**src/rtl/bcd_pkg.sv**
```systemverilog
// Shared types and constants for the BCD to excess-3 sequencing controller.
package bcd_pkg;

    typedef enum logic [1:0] {
        IDLE = 2'd0,
        CONV = 2'd1,
        DONE = 2'd2
    } state_e;

    localparam logic [3:0] E3_OFFSET = 4'd3;
    localparam logic [3:0] BCD_MAX   = 4'd9;

endpackage

```
**src/rtl/bcd_to_excess3.sv**
```systemverilog
// Combinational single-digit BCD to excess-3 converter.
module bcd_to_excess3
    import bcd_pkg::*;
(
    input  logic [3:0] bcd,
    output logic [3:0] e3
);

    assign e3 = bcd + E3_OFFSET;

endmodule

```
**src/rtl/bcd_e3_seq_ctrl.sv**
```systemverilog
// Converts a packed BCD word to excess-3 one digit per clock through one shared converter,
// with valid/ready handshakes on both sides.
module bcd_e3_seq_ctrl
    import bcd_pkg::*;
#(
    parameter int unsigned DIGITS = 4
) (
    input  logic                  clk,
    input  logic                  rst_n,
    input  logic                  in_valid,
    output logic                  in_ready,
    input  logic [4*DIGITS-1:0]   bcd_in,
    output logic                  out_valid,
    input  logic                  out_ready,
    output logic [4*DIGITS-1:0]   e3_out,
    output logic [DIGITS-1:0]     digit_err,
    output logic                  busy
);

    localparam int unsigned CNT_W = (DIGITS > 1) ? $clog2(DIGITS) : 1;
    localparam logic [CNT_W-1:0] LAST_CNT = CNT_W'(DIGITS - 1);

    state_e                state_q, state_d;
    logic [CNT_W-1:0]      cnt_q, cnt_d;
    logic [4*DIGITS-1:0]   hold_q, hold_d;
    logic [4*DIGITS-1:0]   e3_q, e3_d;
    logic [DIGITS-1:0]     err_q, err_d;
    logic                  out_valid_q, out_valid_d;
    logic                  busy_q, busy_d;

    logic [3:0] digit;
    logic [3:0] conv_e3;
    logic       digit_bad;

    // The hold register shifts right each CONV cycle, so the current digit is always at [3:0].
    assign digit     = hold_q[3:0];
    assign digit_bad = (digit > BCD_MAX);

    bcd_to_excess3 u_conv (
        .bcd (digit),
        .e3  (conv_e3)
    );

    always_comb begin
        state_d     = state_q;
        cnt_d       = cnt_q;
        hold_d      = hold_q;
        e3_d        = e3_q;
        err_d       = err_q;
        out_valid_d = out_valid_q;
        busy_d      = busy_q;
        unique case (state_q)
            IDLE: begin
                if (in_valid) begin
                    hold_d  = bcd_in;
                    e3_d    = '0;
                    err_d   = '0;
                    cnt_d   = '0;
                    busy_d  = 1'b1;
                    state_d = CONV;
                end
            end
            CONV: begin
                e3_d[4*cnt_q +: 4] = digit_bad ? 4'b0000 : conv_e3;
                err_d[cnt_q]       = digit_bad;
                hold_d             = hold_q >> 4;
                if (cnt_q == LAST_CNT) begin
                    cnt_d       = '0;
                    out_valid_d = 1'b1;
                    state_d     = DONE;
                end else begin
                    cnt_d = cnt_q + 1'b1;
                end
            end
            DONE: begin
                if (out_ready) begin
                    out_valid_d = 1'b0;
                    busy_d      = 1'b0;
                    state_d     = IDLE;
                end
            end
            default: begin
                state_d     = IDLE;
                out_valid_d = 1'b0;
                busy_d      = 1'b0;
            end
        endcase
    end

    always_ff @(posedge clk) begin
        if (!rst_n) begin
            state_q     <= IDLE;
            cnt_q       <= '0;
            hold_q      <= '0;
            e3_q        <= '0;
            err_q       <= '0;
            out_valid_q <= 1'b0;
            busy_q      <= 1'b0;
        end else begin
            state_q     <= state_d;
            cnt_q       <= cnt_d;
            hold_q      <= hold_d;
            e3_q        <= e3_d;
            err_q       <= err_d;
            out_valid_q <= out_valid_d;
            busy_q      <= busy_d;
        end
    end

    assign in_ready  = (state_q == IDLE);
    assign out_valid = out_valid_q;
    assign e3_out    = e3_q;
    assign digit_err = err_q;
    assign busy      = busy_q;

endmodule

```
**config.mk**
```make
export PLATFORM = sky130hd
export DESIGN_NAME = bcd_e3_seq_ctrl
export DESIGN_NICKNAME = d
export VERILOG_FILES = /design/src/rtl/bcd_pkg.sv /design/src/rtl/bcd_to_excess3.sv /design/src/rtl/bcd_e3_seq_ctrl.sv
export SDC_FILE = /design/constraint.sdc
export NUM_CORES = 1
export LEC_CHECK = 0
export CAP_MARGIN = 20
export CORE_MARGIN = 2
export CORE_UTILIZATION = 31
export CTS_CLUSTER_DIAMETER = 150
export DETAILED_ROUTE_END_ITERATION = 8
export SLEW_MARGIN = 15
export SYNTH_ARGS = -nofsm -noshare
export SYNTH_HDL_FRONTEND = slang
export SYNTH_SLANG_ARGS = --single-unit
```
**constraint.sdc**
```tcl
create_clock -name clk -period 1.8 [get_ports clk]
set_input_delay 0.45 -clock clk [delete_from_list [all_inputs] [get_ports clk]]
set_output_delay 0.45 -clock clk [all_outputs]
set_load 0.02 [all_outputs]
```
==> impl_metrics.toml <==
[outcome]
status = "finished clean"

[place]
dp_cells = 325
hpwl_um = 3360
gp_congestion = 0.800
portBuffers = 42
placed_cell_area_um2 = 2490

[route]
drt_iter0_markers = 109
ant_nets = 0
drt-total-wl_um = 4790
vias = 1650
drtPass1Iterations = 4
drcViolationCount = 0
wl_per_cell_um = 14.4
avgViaCountPerCell = 4.95

[sta]
rsz0062_at_grt = "no"
setup_violations = 0
finalClockSkew_ps = 7.96
slew_headroom = 0.678
whs_ps = 470
hold_viol = 0
fmax_mhz = 583
fin_crit_ps = 1720
setup_tns_ps = 0
final_max_slew_viol_count = 0
fin_crit_sh = 0.953
tightest_slew_ps = 484

[cts]
postCtsSetupBuffers = 0
cts.sinks = 42
cts_max_level = 2
cts_tree = "done"
clock_latency_ps = 290
clockBufferDepth = 2
cts_root_buf = "clkbuf_8"
cts_hold_buf = 0
numCtsBuffers = 5
clk_pin_slew_ps = 90

[synth]
synth_edf_count = 0
ys_seq_area_frac = 0.438
synth_compound_area_frac = 0.246
ys_ff_latch = 42
synth_area_per_cell_um2 = 9.32
synth_top_family_by_area = "compound AO/OA/AOI/OAI gates"
ys_warn_count = 0
yosysTopAreaCell = "dfxtp_1"
synthAdderAreaFrac = 0.0586
yosys-top-cells-area = "dfxtp_1 (44%), nor2b_1 (7.2%), a22oi_1 (7.0%)"
synth_xor_area_frac = 0
synthArstFlopShare = 0
syn_nets = 235
syn_area_um2 = 1920
synth_cell_types = 39
synthFlopType = "dfxtp_1"
yosysMostFrequentCell = "dfxtp_1"
synth_common_cells = "dfxtp_1 (42), nor2b_1 (22), a22oi_1 (18), a21oi_1 (15), o22ai_1 (14)"
synth-simple-area-share = 0.195
synth_top_area_share = 0.438
synthMuxAreaShare = 0.0156
synth_cells = 206

[pwr]
power_leakage_uw = 0.000966
power.density_nw_per_um2 = 760
peakVddDrop_mv = 0.277

[setup_path]
start_kind = "flop"
max_stage_delay_ps = 610
path_cells = "clkdlybuf4s50_1"
end_kind = "output port"
crit_path_end = "e3_out[14]"
cp_num_cells = 1
critPathSlowestCell = "clkdlybuf4s50_1"
reg2reg_depth = 6
r2r-end = "e3_out[13]"
rr_startpoint = "hold_q[0]"
crit_type = "flop to output port"
rrSetupSlack_ps = 150
path_max_fanout = 2
critical_path.top_delay_family = "buffers and inverters"
critPathBufInv = 1
arrival_ps = 1270
required_ps = 1350
crit_start = "e3_out[14]"

[floorplanning]
die_h_um = 82.7
io_pins = 43
dieArea_um2 = 6840
die_x_um = 82.7
rows = 28
start_util = 0.322
coreArea_um2 = 5960

[global_route]
grt_pass1_vias = 1546
grt_pass1_wl_um = 7700
grt_start_max_net_pins = 41
grt.overflow.total = 0
antenna_found_initial = 0
grt_usage = 0.150

[final_layout]
fin_cells = 333
n_antenna_cell = 0
stdcell_area_um2 = 2580
nets = 286
areaGrowthSynthToFinish_pct = 34.3
drive_gt1_frac = 0.120

[job]
cap_viol_max_count = 0

[hold_path]
min-delay-path-class = "flop to flop"
-- worst min-delay path by stage --
stage / from / endpoint / slack [ps] / depth (start not counted)
floorplan: hold_q[12] / hold_q[12] / 490 / 2
global placement: e3_out[12] / e3_out[12] / 470 / 2
detailed placement: e3_out[12] / e3_out[12] / 470 / 2
CTS: e3_out[12] / e3_out[12] / 480 / 2
global route: e3_out[12] / e3_out[12] / 490 / 2
finish: e3_out[12] / e3_out[12] / 470 / 2
-- metal layers --
metal / vias to the layer above / global-route usage / share of wire
li1: 841 / - / -
met1: 779 / 0.214 / 0.51
met2: 26 / 0.222 / 0.45
met3: 4 / 0.0337 / 0.029
met4: 0 / 0.0492 / 0.012
met5: - / 0 / 0
-- through the flow --
stage               power (µW)   util  setup WS, ps
global route              2060  0.433          32.7
floorplan                 1220      -           153
detailed placement        1370  0.419          34.4
CTS                       1980  0.433          71.9
finish                    1960  0.433          83.8
global placement          1360  0.419          31.2
-- where the power goes --
group / leakage, µW / switching (µW) / internal (µW)
Combinational: 0.000578 / 177 / 167
Sequential: 0.000343 / 31.2 / 969
Clock: 0.0000452 / 342 / 274
-- cells in the final DEF (no fill, tap or decap), drive strengths merged, types with 2 or more instances in the layout --
cell type and instances:
o22ai 14, a32oi 2, a21o 3, clkbuf 6, a21oi 15, nor2b 22, mux2i 3, clkdlybuf4s50 41
nor2 6, a22oi 18, inv 8, dfxtp 42, nand3b 2, ha 9, nand2 9, clkinv 2
o21ai 15, buf 14, nand2b 3, and2 5, and3 2, nor3 3
-- sequential cells by signal, indices dropped and copies added, names as in the netlist --
register	flops
out_valid	1
busy	1
cnt_q	2
state_q	2
hold_q	16
e3_out	16
digit_err	4
-- worst reg2reg max path, cell delays in order, from the launching register on --
cell	delay, ps
dfxtp_1	410
inv_1	70
ha_1	230
o21bai_1	280
a21oi_1	200
and3_1	220
o21a_1	160
-- kinds of logic (layout without fill, tap and decap cells) --
logic type / count (synthesis) / in the layout
AOI/OAI and AO/OA: 74 / 74
and+or+nand+nor: 58 / 58
DFF: 42 / 42
buffers and inverters: 20 / 72
adders and majority gates: 9 / 9
muxes: 3 / 3
-- area by class of cell --
type / instances / area, µm²
Inverter: 8 / 30.0
Sequential cell: 42 / 842
Tap cell: 75 / 93.8
Timing Repair Buffer: 56 / 537
Fill cell: 616 / 3380
Clock inverter: 2 / 13.8
Multi-Input combinational cell: 144 / 991
Clock buffer: 6 / 72.6
-- repair_timing --
action	4_1_cts	5_1_grt
gates resized for setup	1	1
setup endpoints to repair	1	4
hold endpoints to repair	0	0
pin swaps	0	1
Power figures use the tool's default switching activity.
